==> src/rtl/reg_operand_seq.sv <==
// Register-operand sequencer: reads two source registers one at a time,
// applies add/sub/and/or, and writes the result back to a destination
// register. One operation is in flight at a time.
//
// state    | meaning
// ---------+-------------------------------------------------------------
// S_IDLE   | ready for a request; no register-file access
// S_READ_A | read address = rs; operand A latched at end of cycle
// S_READ_B | read address = rt; operand B latched at end of cycle
// S_EXEC   | result computed and registered with the write address
// S_WRITE  | one-cycle register-file write plus done pulse
module reg_operand_seq (
   input  logic        clk,
   input  logic        rst_n,
   input  logic        req_valid,
   output logic        req_ready,
   input  logic [1:0]  req_op,
   input  logic [4:0]  req_rs,
   input  logic [4:0]  req_rt,
   input  logic [4:0]  req_rd,
   output logic [4:0]  rf_r_address,
   output logic        rf_r_enable,
   input  logic [31:0] rf_data_out,
   output logic [4:0]  rf_w_address,
   output logic        rf_w_enable,
   output logic [31:0] rf_data_in,
   output logic [31:0] result,
   output logic        done,
   output logic        busy
);

   typedef enum logic [2:0] {
      S_IDLE   = 3'd0,
      S_READ_A = 3'd1,
      S_READ_B = 3'd2,
      S_EXEC   = 3'd3,
      S_WRITE  = 3'd4
   } state_t;

   localparam logic [1:0] OP_ADD = 2'b00;
   localparam logic [1:0] OP_SUB = 2'b01;
   localparam logic [1:0] OP_AND = 2'b10;

   state_t      r_state;
   logic [1:0]  r_op;
   logic [4:0]  r_rt;
   logic [4:0]  r_rd;
   logic [31:0] r_opa;
   logic [31:0] r_opb;
   logic [31:0] r_result;
   logic [4:0]  r_raddr;
   logic        r_ren;
   logic [4:0]  r_waddr;
   logic        r_wen;
   logic        r_done;
   logic        r_ready;
   logic [31:0] w_alu;

   // Operation on the latched operands; carry/borrow simply fall off the top.
   always_comb begin
      w_alu = r_opa | r_opb;
      case (r_op)
         OP_ADD:  w_alu = r_opa + r_opb;
         OP_SUB:  w_alu = r_opa - r_opb;
         OP_AND:  w_alu = r_opa & r_opb;
         default: w_alu = r_opa | r_opb;
      endcase
   end

   // Sequencer with all outputs registered one state ahead, so the write
   // strobe, address and data are flop outputs for the entire WRITE cycle.
   always_ff @(posedge clk or negedge rst_n) begin
      if (!rst_n) begin
         r_state  <= S_IDLE;
         r_op     <= 2'b00;
         r_rt     <= 5'd0;
         r_rd     <= 5'd0;
         r_opa    <= 32'd0;
         r_opb    <= 32'd0;
         r_result <= 32'd0;
         r_raddr  <= 5'd0;
         r_ren    <= 1'b0;
         r_waddr  <= 5'd0;
         r_wen    <= 1'b0;
         r_done   <= 1'b0;
         r_ready  <= 1'b1;
      end else begin
         case (r_state)
            S_IDLE: begin
               if (req_valid) begin
                  // rs is only needed as the first read address, so it is
                  // captured straight into the read-address register.
                  r_op    <= req_op;
                  r_rt    <= req_rt;
                  r_rd    <= req_rd;
                  r_raddr <= req_rs;
                  r_ren   <= 1'b1;
                  r_ready <= 1'b0;
                  r_state <= S_READ_A;
               end
            end
            S_READ_A: begin
               r_opa   <= rf_data_out;
               r_raddr <= r_rt;
               r_state <= S_READ_B;
            end
            S_READ_B: begin
               r_opb   <= rf_data_out;
               r_ren   <= 1'b0;
               r_state <= S_EXEC;
            end
            S_EXEC: begin
               r_result <= w_alu;
               r_waddr  <= r_rd;
               r_wen    <= 1'b1;
               r_done   <= 1'b1;
               r_state  <= S_WRITE;
            end
            S_WRITE: begin
               r_wen   <= 1'b0;
               r_done  <= 1'b0;
               r_ready <= 1'b1;
               r_state <= S_IDLE;
            end
            default: begin
               r_ren   <= 1'b0;
               r_wen   <= 1'b0;
               r_done  <= 1'b0;
               r_ready <= 1'b1;
               r_state <= S_IDLE;
            end
         endcase
      end
   end

   assign req_ready    = r_ready;
   assign busy         = ~r_ready;
   assign rf_r_address = r_raddr;
   assign rf_r_enable  = r_ren;
   assign rf_w_address = r_waddr;
   assign rf_w_enable  = r_wen;
   assign rf_data_in   = r_result;
   assign result       = r_result;
   assign done         = r_done;

endmodule

==> config.mk <==
export PLATFORM = sky130hd
export DESIGN_NAME = reg_operand_seq
export DESIGN_NICKNAME = d
export VERILOG_FILES = /design/src/rtl/reg_operand_seq.sv
export SDC_FILE = /design/constraint.sdc
export NUM_CORES = 1
export LEC_CHECK = 0
export ABC_AREA = 1
export BUFFER_PORTS_ARGS = -buffer_cell sky130_fd_sc_hd__buf_2
export CELL_PAD_IN_SITES_DETAIL_PLACEMENT = 1
export CELL_PAD_IN_SITES_GLOBAL_PLACEMENT = 2
export CORE_AREA = 2 2 178 180
export CTS_CLUSTER_SIZE = 28
export DETAILED_ROUTE_END_ITERATION = 10
export DIE_AREA = 0 0 180 182
export HOLD_SLACK_MARGIN = 0.15
export PLACE_DENSITY_LB_ADDON = 0.15
export SETUP_SLACK_MARGIN = 0.3
export SLEW_MARGIN = 25
export SYNTH_ARGS = -nofsm -noshare
export SYNTH_HDL_FRONTEND = slang
export SYNTH_SLANG_ARGS = --single-unit
export TNS_END_PERCENT = 5
==> constraint.sdc <==
create_clock -name clk -period 2.5 [get_ports clk]
set_input_delay 0.375 -clock clk [delete_from_list [all_inputs] [get_ports clk]]
set_output_delay 0.375 -clock clk [all_outputs]
set_load 0.02 [all_outputs]
==> flow_metrics.py <==
metrics = {
    "timing": {
        "setup_slack_ps": -514,
        "holdWs_ps": 164,
        "hold_violations": 0,
        "worst_pin_slew_ps": 720,
        "drv_slew": 0,
        "fin_crit_ps": 3010,
        "rsz0062_at_grt": "yes",
        "finClkSkew_ps": 12.8,
        "fmax_mhz": 332,
        "relSlewSlack": 0.519,
        "fin_crit_sh": 1.21,
        "setup-tns-final_ps": -9970,
        "setup_viol": 27,
    },
    "worst_setup_path": {
        "slowest_stage": "dfrtp_1",
        "crit_type": "reg2reg",
        "worstPathRequired_ps": 2860,
        "crit_fanout": 4,
        "critical_path_arrival_ps": 3380,
        "max_stage_delay_ps": 400,
        "crit_path_cell_trace": "inv_2 > ha_4 > nand3_4 > nor2_4 > nand2_4 > o31ai_4 > nand2_2 > nor2_2 > xor2_1 > ha_1 > nand2_2 > nor3_2 > nand2_1 > nor2_1 > nand2_1 > nand3_1 > nand3_1 > a21oi_1",
        "r2r_slack_ps": -510,
        "start_kind": "register",
        "critPathCaptureType": "register",
        "path_buf_inv": 1,
        "r2r-start": "r_opb[1]",
        "r2r_cells": 18,
        "crit_family": "simple AND/OR/NAND/NOR gates",
        "r2r-end": "result[30]",
    },
    "place": {
        "port_buffers": 130,
        "hpwl_um": 26000,
        "gp_congestion": 0.862,
        "place_inst": 1911,
    },
    "yosys": {
        "synth_async_sr_flop_share": 1.00,
        "synth_ff_type": "dfrtp_1",
        "synth_top_family_by_area": "simple AND/OR/NAND/NOR gates",
        "synth-simple-area-share": 0.299,
        "avgSynthCellArea_um2": 6.86,
        "synth_xor_area_frac": 0.0309,
        "yosysTopAreaCellShare": 0.350,
        "synth_area_leaders": "dfrtp_1 35%, nand2_1 16%, inv_1 7.7%, o21ai_0 5.5%, nor2_1 5.5%",
        "yosysUniqueCellTypes": 44,
        "syn_area_um2": 8790,
        "synthAdderAreaFrac": 0.0541,
        "synthMuxAreaShare": 0,
        "syn-num-nets": 1369,
        "yosysSeqAreaShare": 0.353,
        "synthCells": 1282,
        "synth-edff-count": 0,
        "synth_area_leader_cell": "dfrtp_1",
        "synth_compound_area_frac": 0.134,
        "ys_warn_count": 0,
        "ys_ff_latch": 124,
    },
    "layout": {
        "fin_util": 0.383,
        "n_antenna_cell": 0,
        "drive_above_1_share": 0.272,
        "layout.cells.non_filler": 1960,
        "fin_nets": 1632,
        "area.growth.synth_to_final_pct": 34.9,
        "mostFrequentLayoutCells": "355 x nand2_1, 179 x inv_1, 170 x buf_4, 129 x buf_2, 122 x dfrtp_1",
        "layout_commonest_cell": "nand2_1",
    },
    "min_path": {
        "min-delay-start": "req_op[0]",
        "hold_path_class": "in2reg",
        "hold_depth": 3,
        "hold_end": "r_op[0]",
    },
    "floorplan": {
        "placementRows": 65,
        "die_h_um": 182,
        "die-width_um": 180,
        "dieArea_um2": 32800,
        "design.core.area_um2": 31000,
        "io_pins": 131,
        "start_util": 0.284,
    },
    "clock_tree": {
        "clockRootBuffer": "clkbuf_16",
        "cts_tree": "done",
        "clock_sinks": 124,
        "htree_levels": 4,
        "clock_latency_ps": 430,
        "cts_made_buffers": 17,
        "path_clk_slew_ps": 70,
        "cts_buffer_depth": 2,
    },
    "global_route": {
        "grt_pass1_wl_um": 52500,
        "overflow": 0,
        "antenna_found_initial": 0,
        "grt_usage": 0.206,
        "grt_max_degree": 60,
        "grt_pass1_vias": 9342,
    },
    "flow_run": {
        "max-cap-violations": 0,
    },
    "routing": {
        "drc": 0,
        "drt-pass1-iter-count": 4,
        "routed_wl_um": 32900,
        "drtIter0Drc": 419,
        "via_count": 8969,
        "post_drt_wl_per_cell_um": 16.8,
        "detail-route-antenna-nets": 0,
        "via_per_inst": 4.58,
    },
    "status": {
        "status": "finished with violations",
        "violations": "setup timing",
    },
}
worst max path at each step:
stage	cells past startpoint	slack (ps)	startpoint	to
after detailed placement	17	-690	r_opb[1]	result[26]
final	18	-510	r_opb[1]	result[30]
after floorplan	20	-120	r_opb[0]	result[27]
after global placement	17	-650	r_opb[1]	result[26]
after global routing	21	-740	r_opb[9]	result[30]
after CTS	18	-520	r_opb[10]	result[28]
state kept, by name (all words and copies together) (netlist names):
| name | cells |
|---|---|
| rf_w_address | 5 |
| r_opa | 32 |
| rf_r_enable | 1 |
| r_state | 3 |
| req_ready | 1 |
| r_op | 2 |
| rf_r_address | 5 |
| done | 1 |
| r_rt | 5 |
| r_opb | 32 |
| r_rd | 5 |
| result | 32 |
stage by stage:
stage | setup slack [ps] | cell area [µm²]
6_report | -514 | 11900
4_1_cts | -524 | 11800
3_5_place_dp | -689 | 10900
5_1_grt | -739 | 11900
3_3_place_gp | -653 | 10900
2_1_floorplan | -120 | 8820
cells in the mapped netlist, types with 2 or more instances:
cell and n:
nand2_1 366, inv_1 181, nor2_1 128, dfrtp_1 123, o21ai_0 96, a21oi_1 71
nand3_1 69, buf_4 34, ha_1 34, xor2_1 28, clkbuf_1 25, nor3_1 12
o21bai_1 11, a311oi_1 10, buf_2 10, nand2_2 10, nand4_1 8, or2_2 8
a41oi_1 6, nand3b_1 5, nor2_4 5, a31oi_1 4, nor2_2 4, buf_6 3
inv_2 3, maj3_1 3, xnor2_1 3, and2_1 2, buf_1 2, nor4_1 2
o211ai_1 2, o31ai_4 2
per-layer routing:
layer | part of all wire | wire length (µm) | global-route usage
met1 | 0.52 | 17100 | 0.303
met3 | 0.040 | 1310 | 0.0343
met4 | 0.0090 | 296 | 0.0410
met2 | 0.43 | 14200 | 0.319
met5 | 0 | 0 | 0
area by class of cell:
cell class / instances / area (µm²)
clock buffers: 19 / 453
repair buffers: 318 / 2160
flip-flops and latches: 124 / 3110
fillers: 3904 / 19100
clock inverters: 13 / 140
well taps: 402 / 503
multi-input cells: 900 / 4810
inverters: 184 / 691
worst min-delay path: cells and delay by family:
family | cells | cell delay (ps)
AO/OA/AOI/OAI | 1 | 60
AND/OR/NAND/NOR | 1 | 40
buffers and inverters | 1 | 80
cell families after synthesis:
family,after synthesis
XOR/XNOR,31
AND/OR/NAND/NOR,624
adder cells (fa/ha/maj),38
AO/OA/AOI/OAI,207
buffers and inverters,258
flip-flops,124
what timing repair did:
action                                  4_1_cts  5_1_grt
hold buffers                                 13        0
endpoints found under the setup margin       30       30
endpoints found under the hold margin        50        0
gates resized for setup                      38       13
pin swaps                                    10        8
setup buffers                                 3        1
Power is left out: the tool's default activity adds up to more than one toggle a clock period on the data nets, which glitch-free logic cannot reach.
